[src/rtl/uart_pkg.sv]
// Shared definitions for the memory-to-UART transmitter.
//   state_t    : transmitter FSM states
//   cnt_width  : counter width for a modulus n (never less than 1 bit)
//   DATA_BITS / STOP_BITS / FRAME_BITS : 8N1 frame geometry
package uart_pkg;

  typedef enum logic [1:0] {
    IDLE  = 2'd0,
    START = 2'd1,
    DATA  = 2'd2,
    STOP  = 2'd3
  } state_t;

  localparam int DATA_BITS  = 8;
  localparam int STOP_BITS  = 1;
  localparam int FRAME_BITS = 1 + DATA_BITS + STOP_BITS;

  // Width of a counter that must hold the values 0..n-1.
  function automatic int cnt_width(input int n);
    return (n < 2) ? 1 : $clog2(n);
  endfunction

endpackage

[src/rtl/btn_sync_edge.sv]
// Button input conditioning: two-flop synchroniser followed by a
// previous-value register and a falling-edge detector.
// Ports:
//   clk  : system clock, rising edge
//   rst  : synchronous active-high reset; all flops return to released (1)
//   btn  : active-low asynchronous button
//   fall : one-cycle pulse when the synchronised button goes 1 -> 0
module btn_sync_edge (
  input  logic clk,
  input  logic rst,
  input  logic btn,
  output logic fall
);

  logic sync1;
  logic sync2;
  logic prev;

  always_ff @(posedge clk) begin
    if (rst) begin
      sync1 <= 1'b1;
      sync2 <= 1'b1;
      prev  <= 1'b1;
    end else begin
      sync1 <= btn;
      sync2 <= sync1;
      prev  <= sync2;
    end
  end

  // Registered inputs only, so the pulse is clean for a full cycle.
  assign fall = prev & ~sync2;

endmodule

[src/rtl/uart_mem_tx.sv]
// Transmit-only UART that sends MEMORY_LENGTH bytes of a parallel message
// as back-to-back 8N1 frames after a button press.
// Parameters:
//   DELAY_FRAMES  : clocks per UART bit (>= 2)
//   MEMORY_LENGTH : number of bytes in data (>= 1)
// Ports:
//   clk     : system clock, rising edge
//   rst     : synchronous active-high reset
//   data    : message; byte k is data[8k+7:8k], byte 0 sent first
//   uart_tx : registered serial output, idles high
//   btn1    : active-low asynchronous start button
module uart_mem_tx
  import uart_pkg::*;
#(
  parameter int DELAY_FRAMES  = 8,
  parameter int MEMORY_LENGTH = 2
) (
  input  logic                       clk,
  input  logic                       rst,
  input  logic [MEMORY_LENGTH*8-1:0] data,
  output logic                       uart_tx,
  input  logic                       btn1
);

  localparam int CW = cnt_width(DELAY_FRAMES);
  localparam int BW = cnt_width(MEMORY_LENGTH);

  localparam logic [CW-1:0] CNT_LAST      = CW'(DELAY_FRAMES - 1);
  localparam logic [BW-1:0] BYTE_LAST     = BW'(MEMORY_LENGTH - 1);
  localparam logic [2:0]    DATA_BIT_LAST = 3'(DATA_BITS - 1);

  logic start_evt;

  btn_sync_edge u_btn (
    .clk  (clk),
    .rst  (rst),
    .btn  (btn1),
    .fall (start_evt)
  );

  state_t                     state, state_next;
  logic [CW-1:0]              clk_cnt, clk_cnt_next;
  logic [2:0]                 bit_idx, bit_idx_next;
  logic [BW-1:0]              byte_idx, byte_idx_next;
  logic [MEMORY_LENGTH*8-1:0] data_q, data_q_next;
  logic [7:0]                 cur_byte;
  logic                       tx_next;
  logic                       bit_done;

  always_ff @(posedge clk) begin
    if (rst) begin
      state    <= IDLE;
      clk_cnt  <= '0;
      bit_idx  <= '0;
      byte_idx <= '0;
      data_q   <= '0;
      uart_tx  <= 1'b1;
    end else begin
      state    <= state_next;
      clk_cnt  <= clk_cnt_next;
      bit_idx  <= bit_idx_next;
      byte_idx <= byte_idx_next;
      data_q   <= data_q_next;
      uart_tx  <= tx_next;
    end
  end

  assign bit_done = (clk_cnt == CNT_LAST);

  always_comb begin
    state_next    = state;
    clk_cnt_next  = clk_cnt;
    bit_idx_next  = bit_idx;
    byte_idx_next = byte_idx;
    data_q_next   = data_q;

    case (state)
      IDLE: begin
        clk_cnt_next  = '0;
        bit_idx_next  = '0;
        byte_idx_next = '0;
        // The start event is only honoured here; presses while busy and the
        // cycle of the STOP->IDLE transition fall into other branches.
        if (start_evt) begin
          state_next  = START;
          data_q_next = data;
        end
      end
      START: begin
        if (bit_done) begin
          clk_cnt_next = '0;
          bit_idx_next = '0;
          state_next   = DATA;
        end else begin
          clk_cnt_next = clk_cnt + CW'(1);
        end
      end
      DATA: begin
        if (bit_done) begin
          clk_cnt_next = '0;
          if (bit_idx == DATA_BIT_LAST) begin
            state_next = STOP;
          end else begin
            bit_idx_next = bit_idx + 3'd1;
          end
        end else begin
          clk_cnt_next = clk_cnt + CW'(1);
        end
      end
      STOP: begin
        if (bit_done) begin
          clk_cnt_next = '0;
          if (byte_idx == BYTE_LAST) begin
            byte_idx_next = '0;
            state_next    = IDLE;
          end else begin
            byte_idx_next = byte_idx + BW'(1);
            state_next    = START;
          end
        end else begin
          clk_cnt_next = clk_cnt + CW'(1);
        end
      end
      default: begin
        state_next = IDLE;
      end
    endcase
  end

  // The line level is computed from the next state so that uart_tx can be
  // a plain register and still change on the same edge as the FSM.
  always_comb begin
    cur_byte = data_q_next[8*byte_idx_next +: 8];
    tx_next  = 1'b1;
    case (state_next)
      IDLE:    tx_next = 1'b1;
      START:   tx_next = 1'b0;
      DATA:    tx_next = cur_byte[bit_idx_next];
      STOP:    tx_next = 1'b1;
      default: tx_next = 1'b1;
    endcase
  end

endmodule

[config.mk]
export PLATFORM = sky130hd
export DESIGN_NAME = uart_mem_tx
export DESIGN_NICKNAME = d
export VERILOG_FILES = /design/src/rtl/uart_pkg.sv /design/src/rtl/btn_sync_edge.sv /design/src/rtl/uart_mem_tx.sv
export SDC_FILE = /design/constraint.sdc
export NUM_CORES = 1
export LEC_CHECK = 0
export ABC_AREA = 1
export ABC_CLOCK_PERIOD_IN_PS = 2650
export BUFFER_PORTS_ARGS = -buffer_cell sky130_fd_sc_hd__buf_4
export CELL_PAD_IN_SITES_DETAIL_PLACEMENT = 1
export CELL_PAD_IN_SITES_GLOBAL_PLACEMENT = 1
export CORE_MARGIN = 2
export CORE_UTILIZATION = 40
export DETAILED_ROUTE_END_ITERATION = 16
export PLACE_DENSITY_LB_ADDON = 0.1
export SLEW_MARGIN = 20
export SYNTH_ARGS = -nofsm -noshare
export SYNTH_HDL_FRONTEND = slang
export SYNTH_SLANG_ARGS = --single-unit
[constraint.sdc]
create_clock -name clk -period 2.65 [get_ports clk]
set_clock_uncertainty 0.15 [all_clocks]
set_input_delay 0.1325 -clock clk [delete_from_list [all_inputs] [get_ports clk]]
set_output_delay 0.1325 -clock clk [all_outputs]
set_load 0.02 [all_outputs]
# Word-level counts from Yosys, hierarchy flattened
# Cells that the tools add are included.
# Widths: inputs -> output; s select.
# totals
register_bits	29
in_bits	19
output_inout_bits	1
wordCells	49
# classes
n_addsub	3
magnitude_cmp	1
n_eq_ne	8
shift	1
n_mux	21
bitwise_logic	2
n_reduce_logical	4
# ops
cell	count
$mux 16	2
$shiftx 16x5->8	1
$mux 3	4
$mux 2	5
$pmux 3 s3	1
$eq 2x2->1 const B	4
$pmux 2 s4	1
$add 3x1->3 const B	2
$eq 3x3->1 const B	2
$pmux 3 s2	1
$eq 2x1->1 const B	2
$logic_not 2->1	2
$lt 3x4->1 const B	1
$mux 1	4
$bmux 1 s3	1
$pmux 1 s3	1
$reduce_or 3->1	1
$pmux 1 s2	1
$reduce_or 2->1	1
$add 1x1->1 const B	1
$and 1x1->1	1
$not 1->1	1

# Logic depth before layout (Yosys ltp)
# Gate-level depths: netlist of run 1.
# depth
ltp_word	8
ltp_mapped	17
mapped_depth_nobuf	16

# Hierarchy
# From an unflattened synthesis of run 1, not the netlist that was laid out.
# hier_totals
hier_cells	239
hier_area_um2	1647.8
# by_module_without_submodules
module	instances	cells_per_inst	area_each_um2	seq_area_each_um2
uart_mem_tx	1	227	1554.0	520.5
btn_sync_edge	1	12	93.8	60.1

# Worst setup path after synthesis of run 1
# Ideal clock, no wire load.
# synth_timing
path_kind	register -> register
start	reg clk_cnt[0]
end	reg uart_tx
setup_ns	0.113
t_arrival_ns	1.754
required_ns	2.387
path_slack_ns	0.633
stages_incl_launch_ff	13
path_buffers	1
synth_period_minus_slack_ns	2.017
path_cell_list	dfxtp_1 ha_1 ha_1 buf_6 nand2_2 nand2_2 o21ai_0 a311oi_1 ha_1 inv_1 nand2_1 nand2_1 nand2_1
# synth_via
elab_chain_cells	7
elab_cells_between_ends	19
cone_classes	eq/ne: 4; shift: 1; mux: 12; reduce/logical: 2
# synth_rtl
item	line	text
start, declared	uart_mem_tx.sv:42	logic [CW-1:0] clk_cnt, clk_cnt_next;
start signal, assigned	uart_mem_tx.sv:60	clk_cnt <= clk_cnt_next;
$eq 3x3->1 *	uart_mem_tx.sv:68	assign bit_done = (clk_cnt == CNT_LAST);
$mux 1	uart_mem_tx.sv:111	if (bit_done) begin
$pmux 1 s2	uart_mem_tx.sv:77	case (state)
$shiftx 16x5->8	uart_mem_tx.sv:133	cur_byte = data_q_next[8*byte_idx_next +: 8];
$bmux 1 s3	uart_mem_tx.sv:138	DATA: tx_next = cur_byte[bit_idx_next];
$mux 1 (not written as such)	uart_mem_tx.sv:138	
$pmux 1 s3 *	uart_mem_tx.sv:135	case (state_next)
end signal, assigned	uart_mem_tx.sv:64	uart_tx <= tx_next;
end, declared	uart_mem_tx.sv:21	output logic uart_tx,
# Mark *: on every way between the ends. The rest lies on a longest branch, timed or not. The select of a mux whose other input is x is not followed.
# A chain may end at the register's enable or synchronous reset.

# Worst setup path after layout of run 1
# Ends and elaborated chain as after synthesis.

==> results of run 1 <==
## layout by cell type (no fill, tap or decap)
cell and n:
sky130_fd_sc_hd__a21oi_1 16, sky130_fd_sc_hd__a311oi_1 1, sky130_fd_sc_hd__a31oi_1 1, sky130_fd_sc_hd__buf_4 19, sky130_fd_sc_hd__bufinv_16 1, sky130_fd_sc_hd__clkbuf_1 1
sky130_fd_sc_hd__clkbuf_8 6, sky130_fd_sc_hd__dfxtp_1 29, sky130_fd_sc_hd__dlygate4sd3_1 10, sky130_fd_sc_hd__ha_1 11, sky130_fd_sc_hd__inv_1 30, sky130_fd_sc_hd__inv_2 3
sky130_fd_sc_hd__nand2_1 72, sky130_fd_sc_hd__nand2_2 6, sky130_fd_sc_hd__nand2_4 1, sky130_fd_sc_hd__nand3_1 21, sky130_fd_sc_hd__nand3_4 1, sky130_fd_sc_hd__nand4_1 4
sky130_fd_sc_hd__nor2_1 15, sky130_fd_sc_hd__nor2_4 1, sky130_fd_sc_hd__o21ai_0 4, sky130_fd_sc_hd__o32ai_1 1, sky130_fd_sc_hd__or2_2 2
## cells by family after synthesis
| kind of cell | after synthesis | synth area share (%) |
|---|---|---|
| simple gates | 123 | 35.0 |
| buf+inv | 39 | 11.1 |
| fa+ha+maj | 11 | 8.81 |
| flops | 29 | 37.2 |
| compound gates | 23 | 7.93 |
## sequential cells by signal (all words and copies together), names as in the netlist
signal and count:
data_q 16, u_btn.sync2 1, u_btn.prev 1, clk_cnt 3, uart_tx 1, byte_idx 1, state 2, bit_idx 3
u_btn.sync1 1
## worst register-to-register path: cells and delay by family (launching register included)
family | cells | cell delay [ns]
compound gates | 2 | 0.57
fa+ha+maj | 3 | 0.84
buf+inv | 1 | 0.05
flops | 1 | 0.34
simple gates | 5 | 0.32
## routing by layer
layer | vias up | wire [um]
li1 | 764 | -
met1 | 692 | 1890
met2 | 32 | 1980
met5 | - | 0
met4 | 0 | 29
met3 | 4 | 172
## stage by stage
stage / cell area, um^2 / worst slack, ns / power, mW / hold WS (ns)
final: 1930 / 0.295 / 1.05 / 0.00716
after global placement: 1720 / 0.349 / 0.567 / 0.168
after global routing: 1930 / 0.0555 / 1.10 / 0.00818
after floorplan: 1560 / 0.633 / 0.532 / 0.0863
after CTS: 1930 / 0.254 / 1.06 / 0.00514
after detailed placement: 1720 / 0.322 / 0.568 / 0.171
## cell type report
type | instances | area, um^2
clock inverters | 1 | 30.0
repair buffers | 29 | 243
clock buffers | 7 | 86.3
flip-flops and latches | 29 | 581
fillers | 501 | 1780
multi-input cells | 157 | 808
inverters | 33 | 124
well taps | 48 | 60.1
## path summary, 6_finish.rpt
path	cells after the start	slack (ns)	start	to
worst min register to register	1	0.27	u_btn.sync1$_SDFF_PP1_	u_btn.sync2$_SDFF_PP1_
worst max register to register	11	0.29	clk_cnt[0]$_SDFF_PP0_	uart_tx$_SDFF_PP1_
worst max-delay path	11	0.29	clk_cnt[0]$_SDFF_PP0_	uart_tx$_SDFF_PP1_
worst min-delay path	3	0.007	data[6]	data_q[6]$_SDFF_PP0_
## power groups by stage
stage	Sequential [mW]	Clock [mW]	Combinational [mW]
after floorplan	0.467	0	0.0650
after global placement	0.466	0	0.101
after detailed placement	0.466	0	0.102
after CTS	0.457	0.489	0.115
after global routing	0.458	0.511	0.131
final	0.457	0.478	0.116
## what timing repair did
item	CTS	global route
endpoints found under the setup margin	0	0
hold endpoints to repair	10	0
hold buffers	10	0
==> run_results.csv, run 1 <==
group,metric,value,unit
power_and_ir_drop,share_comb_of_total_power,11.0,%
global_route,grt_first_pass_wirelength,7.11,mm
power_and_ir_drop,switchingPower,0.241,mW
yosys,number_of_distinct_standard_cells_referenced_by_the_synthesized_netlist,21,
setup_path,critical_path.endpoint_type,"flip-flop",
clocking,cts_resized,0,
global_route,groute.layer.met2.usage,38.1,%
detailed_routing,drt_iter0_markers,50,
timing,final-setup-viol-count,0,
global_route,grt_start_max_net_pins,26,
timing,max_freq,0.425,GHz
setup_path,path_buf_inv,1,
clocking,tritoncts,"yes",
finish,layout.cells.non_filler,304,
floorplanning,ios,20,
yosys,synth_top_flop_cell,"sky130_fd_sc_hd__dfxtp_1",
global_route,grt_antenna_before_repair,0,
detailed_routing,detail_route.wl_per_cell,13.4,um
setup_path,critical_path.max_fanout,8,
power_and_ir_drop,p_leak,0.977,nW
setup_path,timing.critical_path.slowest_cell_delay,0.49,ns
yosys,portion_of_the_post_synthesis_area_used_by_sequential_elements,37.2,%
floorplanning,die_height,66.5,um
yosys,synth_largest_area_cell,"sky130_fd_sc_hd__dfxtp_1",
floorplanning,design.core.area,3720,um^2
power_and_ir_drop,pwr-share-clk,45.5,%
finish,diodes,0,
detailed_routing,drt_first_pass_iters,4,
clocking,clk_pin_slew,0.07,ns
yosys,synth.most_common_cell,"sky130_fd_sc_hd__nand2_1",
clocking,clock_latency,0.28,ns
yosys,mappedNetlistArea,1560,um^2
power_and_ir_drop,max-vdd-ir-drop,0.000284,V
clocking,tritoncts_num_sinks,29,
clocking,clockRootBuffer,"sky130_fd_sc_hd__clkbuf_8",
yosys,synth.ff_latch_count,29,
detailed_routing,drc,0,
setup_path,required,2.68,ns
yosys,number_of_instances_in_the_synthesized_netlist,225,
setup_path,critPathLaunchType,"flip-flop",
yosys,synth_warnings,0,
detailed_routing,num_vias,1492,
timing,final_hold_viol_count,0,
power_and_ir_drop,share_of_total_power_consumed_by_net_switching,22.9,%
floorplanning,dieWidth,66.5,um
yosys,asyncSetResetFlopFracSynth,0,%
power_and_ir_drop,power.share.sequential,43.5,%
timing,final.setup.tns,0,ns
timing,shortest_period_the_worst_path_allows,2.36,ns
finish,nNetsFinal,285,
clocking,cts_setup_buffers,0,
clocking,numCtsBuffers,5,
global_route,grt.met1_usage,26.0,%
yosys,mean_area_per_synthesized_cell,6.94,um^2
yosys,synthTopCellsByArea,"sky130_fd_sc_hd__dfxtp_1 37%, sky130_fd_sc_hd__nand2_1 17%, sky130_fd_sc_hd__ha_1 8.8%",
yosys,synthesized_netlist_net_count,255,
timing,slew_hr,66.6,%
detailed_routing,final_antenna_net_count,0,
yosys,synth_common_cells,"72 x sky130_fd_sc_hd__nand2_1, 30 x sky130_fd_sc_hd__inv_1, 29 x sky130_fd_sc_hd__dfxtp_1",
detailed_routing,routed_wirelength,4.08,mm
yosys,synth_top_area_share,37.2,%
power_and_ir_drop,p_per_area,544,nW/um^2
global_route,busiest_layer,"met2",
clocking,clock_tree.htree_level_count,2,
timing,worstMarginPinSlew,0.498,ns
finish,utilization,52.0,%
placement,place.gp.congestion,0.777,
setup_path,critPathKind,"reg -> reg",
power_and_ir_drop,power_report.internal_total,0.810,mW
finish,drive_above_1_share,15.6,%
global_route,global_route.usage.met3,5.07,%
floorplanning,die-area,4420,um^2
global_route,globalRoute.totalOverflow,0,
setup_path,critical-path-top-delay-family,"adder cells",
clocking,clock_path_buffers,2,
yosys,number_of_enable_type_register_cells_in_the_synthesized_netlist,0,
floorplanning,initial_utilization,42.0,%
placement,hpwl,2.72,mm
global_route,track_usage,21.4,%
timing,fraction_of_the_cycle_the_final_worst_path_needs,88.9,%
hold_path,hold_path_class,"in -> reg",
global_route,first_global_vias,1532,
setup_path,crit_path_top_delay_cell,"sky130_fd_sc_hd__a311oi_1",
status,run_status,"completed",
floorplanning,placement_rows,22,
timing,slew_viol_final,0,
finish,post_synthesis_to_final_layout_area_growth,23.7,%
timing,rsz0062_at_grt,"false",
run,maxCapViolations,0,
setup_path,crit_chain,"ha_1 > ha_1 > nand2_2 > nand2_2 > o21ai_0 > a311oi_1 > ha_1 > inv_1 > nand2_1 > nand2_1 > nand2_1",
detailed_routing,via_per_inst,4.91,
setup_path,arrival,2.38,ns
placement,total_instance_count_after_detailed_placement,286,
placement,placement.io_buffers,19,
Note: power is estimated with default switching activity, not from simulation.
==> inputs of run 2 (changes only) <==
--- a/config.mk
+++ b/config.mk
@@ -8,13 +8,16 @@
 export ABC_AREA = 1
 export ABC_CLOCK_PERIOD_IN_PS = 2650
 export BUFFER_PORTS_ARGS = -buffer_cell sky130_fd_sc_hd__buf_4
+export CAP_MARGIN = 30
 export CELL_PAD_IN_SITES_DETAIL_PLACEMENT = 1
 export CELL_PAD_IN_SITES_GLOBAL_PLACEMENT = 1
 export CORE_MARGIN = 2
-export CORE_UTILIZATION = 40
+export CORE_UTILIZATION = 43
+export CTS_BUF_LIST = sky130_fd_sc_hd__clkbuf_8
 export DETAILED_ROUTE_END_ITERATION = 16
 export PLACE_DENSITY_LB_ADDON = 0.1
 export SLEW_MARGIN = 20
 export SYNTH_ARGS = -nofsm -noshare
 export SYNTH_HDL_FRONTEND = slang
+export SYNTH_HIERARCHICAL = 1
 export SYNTH_SLANG_ARGS = --single-unit
==> run 2 against run 1 <==
Worst setup slack lost 0.069 ns. Sequential share of layout area up 0.22 points. Final cell count rose by 2.3%. Global-route usage is 2.1 points lower. Wire length fell by 9.1%. Maximum frequency shrank 2.8%. Core utilization grew 0.41 points. Critical path type unchanged.
==> run_results.csv, run 2 <==
group,metric,value,unit
status,run_status,"completed",
global_route,track_usage,19.3,%
clocking,clock_path_buffers,2,
hold_path,hold_path_class,"in -> reg",
timing,final.setup.tns,0,ns
floorplanning,initial_utilization,45.0,%
clocking,clock_tree.htree_level_count,2,
finish,drive_above_1_share,15.6,%
placement,hpwl,2.79,mm
timing,rsz0062_at_grt,"false",
finish,multi_input_area,838,um^2
timing,fraction_of_the_cycle_the_final_worst_path_needs,91.5,%
placement,placement.io_buffers,19,
setup_path,reg2reg_depth,11,
global_route,first_global_vias,1508,
yosys,synth.ff_latch_count,29,
global_route,globalRoute.totalOverflow,0,
yosys,portion_of_the_post_synthesis_area_used_by_sequential_elements,35.2,%
setup_path,critPathLaunchType,"flip-flop",
yosys,synth.most_common_cell,"sky130_fd_sc_hd__nand2_1",
floorplanning,dieWidth,65.9,um
power_and_ir_drop,p_leak,1.01,nW
global_route,grt_first_pass_wirelength,6.44,mm
floorplanning,die_height,65.9,um
detailed_routing,via_per_inst,4.77,
clocking,clock_latency,0.27,ns
setup_path,critical_path.max_fanout,9,
yosys,number_of_instances_in_the_synthesized_netlist,239,
finish,top_regs,"data_q x16, bit_idx x3, clk_cnt x3",
hold_path,hold_start,"data[10]",
timing,slew_viol_final,0,
finish,layout_common_cells,"66 x sky130_fd_sc_hd__nand2_1, 44 x sky130_fd_sc_hd__inv_1, 29 x sky130_fd_sc_hd__dfxtp_1, 25 x sky130_fd_sc_hd__nand3_1",
yosys,mappedNetlistArea,1650,um^2
yosys,synth_top_flop_cell,"sky130_fd_sc_hd__dfxtp_1",
hold_path,holdPathEnd,"data_q[10]$_SDFF_PP0_",
clocking,clk_pin_slew,0.06,ns
floorplanning,ios,20,
setup_path,arrival,2.44,ns
finish,register_area,581,um^2
floorplanning,die-area,4340,um^2
yosys,number_of_enable_type_register_cells_in_the_synthesized_netlist,0,
yosys,mean_area_per_synthesized_cell,6.89,um^2
yosys,synthesized_netlist_net_count,269,
detailed_routing,drc,0,
yosys,synth_common_cells,"66 x sky130_fd_sc_hd__nand2_1, 43 x sky130_fd_sc_hd__inv_1, 29 x sky130_fd_sc_hd__dfxtp_1",
global_route,grt_start_max_net_pins,25,
detailed_routing,detail_route.wl_per_cell,11.9,um
clocking,tritoncts,"yes",
floorplanning,design.core.area,3660,um^2
power_and_ir_drop,total_power,0.936,mW
floorplanning,placement_rows,22,
setup_path,critical_path.endpoint_type,"flip-flop",
power_and_ir_drop,p_per_area,488,nW/um^2
finish,post_synthesis_to_final_layout_area_growth,16.4,%
yosys,synth_warnings,6,
finish,diodes,0,
clocking,clockRootBuffer,"sky130_fd_sc_hd__clkbuf_8",
timing,slew_hr,63.2,%
yosys,number_of_distinct_standard_cells_referenced_by_the_synthesized_netlist,21,
yosys,asyncSetResetFlopFracSynth,0,%
yosys,synth_largest_area_cell,"sky130_fd_sc_hd__dfxtp_1",
finish,nNetsFinal,293,
yosys,synthTopCellsByArea,"sky130_fd_sc_hd__dfxtp_1 35%, sky130_fd_sc_hd__nand2_1 15%, sky130_fd_sc_hd__inv_1 9.8%",
detailed_routing,routed_wirelength,3.70,mm
setup_path,critPathKind,"reg -> reg",
timing,final_hold_viol_count,0,
power_and_ir_drop,max-vdd-ir-drop,0.000368,V
timing,worstMarginPinSlew,0.551,ns
timing,final-setup-viol-count,0,
timing,shortest_period_the_worst_path_allows,2.42,ns
global_route,grt_antenna_before_repair,0,
hold_path,worstHoldPathCells,3,
placement,place.gp.congestion,0.841,
finish,fillCellCount,508,
setup_path,timing.rr.start,"clk_cnt[0]$_SDFF_PP0_",
clocking,tritoncts_num_sinks,29,
detailed_routing,num_vias,1484,
finish,largest_register_ffs,16,
run,maxCapViolations,0,
setup_path,worst-r2r-setup-slack,0.23,ns
yosys,synth_top_area_share,35.2,%
clocking,numCtsBuffers,5,
timing,max_freq,0.413,GHz
finish,layout.cells.most_common,"sky130_fd_sc_hd__nand2_1",
detailed_routing,drt_iter0_markers,46,
setup_path,required,2.67,ns
finish,largest_register,"data_q",
setup_path,r2r_end,"uart_tx$_SDFF_PP1_",
detailed_routing,final_antenna_net_count,0,
detailed_routing,drt_first_pass_iters,4,
==> run 2: cell count changes in the layout (fill, tap and decap cells not counted), sizes merged <==
cell         change
nand2            -4
nand4            -2
clkbuf           -1
o21a             +5
dlygate4sd3      -7
inv             +12
nand3            +4
o21ai            +1
buf              +2
nor2             +5
or2              -2
a21oi            -5
bufinv           -1
==> run 2: how the worst max path moves through the flow <==
stage | from | to
6_report | clk_cnt[0]$_SDFF_PP0_ | uart_tx$_SDFF_PP1_
5_1_grt | clk_cnt[0]$_SDFF_PP0_ | uart_tx$_SDFF_PP1_
4_1_cts | clk_cnt[0]$_SDFF_PP0_ | uart_tx$_SDFF_PP1_
3_5_place_dp | clk_cnt[0]$_SDFF_PP0_ | uart_tx$_SDFF_PP1_
3_3_place_gp | clk_cnt[0]$_SDFF_PP0_ | uart_tx$_SDFF_PP1_
2_1_floorplan | clk_cnt[0]$_SDFF_PP0_ | uart_tx$_SDFF_PP1_
==> run 2: kinds of logic (layout without fill, tap and decap cells) <==
| family | count (synthesis) | count (layout) | share of synthesized area, % |
|---|---|---|---|
| AOI/OAI and AO/OA | 24 | 24 | 9.72 |
| adders and majority gates | 11 | 11 | 8.35 |
| buffers and inverters | 51 | 75 | 13.9 |
| DFF | 29 | 29 | 35.2 |
| and+or+nand+nor | 124 | 124 | 32.8 |
==> run 2: through the flow <==
stage	setup slack, ns	utilization (%)	instance area, um^2	std cells	hold WS [ns]
after CTS	0.208	52.4	1920	311	0.0106
after global placement	0.440	49.2	1800	301	0.165
final	0.226	52.4	1920	311	0.0132
after detailed placement	0.278	49.2	1800	301	0.177
after global routing	0.0836	52.4	1920	311	0.0229
after floorplan	0.629	-	1650	239	0.0516
==> run 2: area by class of cell <==
class                   instances  share of cell area [%]
flip-flops and latches         29                    30.3
inverters                      44                    8.61
well taps                      48                    3.13
repair buffers                 24                    9.78
clock buffers                   6                    4.31
multi-input cells             159                    43.7
clock inverters                 1                   0.196
==> run 2: worst max-delay path, cell delays in order (launching register included) <==
cell,delay [ns]
sky130_fd_sc_hd__dfxtp_1,0.34
sky130_fd_sc_hd__ha_1,0.19
sky130_fd_sc_hd__ha_1,0.35
sky130_fd_sc_hd__nand2_2,0.09
sky130_fd_sc_hd__nand2_2,0.08
sky130_fd_sc_hd__o21ai_0,0.10
sky130_fd_sc_hd__a311oi_1,0.48
sky130_fd_sc_hd__ha_1,0.31
sky130_fd_sc_hd__inv_1,0.06
sky130_fd_sc_hd__nand2_1,0.05
sky130_fd_sc_hd__nand2_1,0.06
sky130_fd_sc_hd__nand2_1,0.05
==> run 2: timing repair <==
item	4_1_cts	5_1_grt
endpoints found under the hold margin	3	0
setup buffers	0	0
hold buffers	3	0
gates resized for setup	0	0
==> run 2: per-layer routing <==
metal,GRT usage (%),vias to the layer above,part of all wire (%)
met2,33.6,21,49
met5,0,-,0
li1,-,782,-
met4,4.69,0,0.62
met3,5.11,2,3.2
met1,23.5,679,47
==> run 2: power by group <==
part | switching [mW] | leakage [nW] | internal, mW
Clock | 0.153 | 0.0485 | 0.202
Combinational | 0.0689 | 0.726 | 0.0542
Sequential | 0.00531 | 0.236 | 0.452
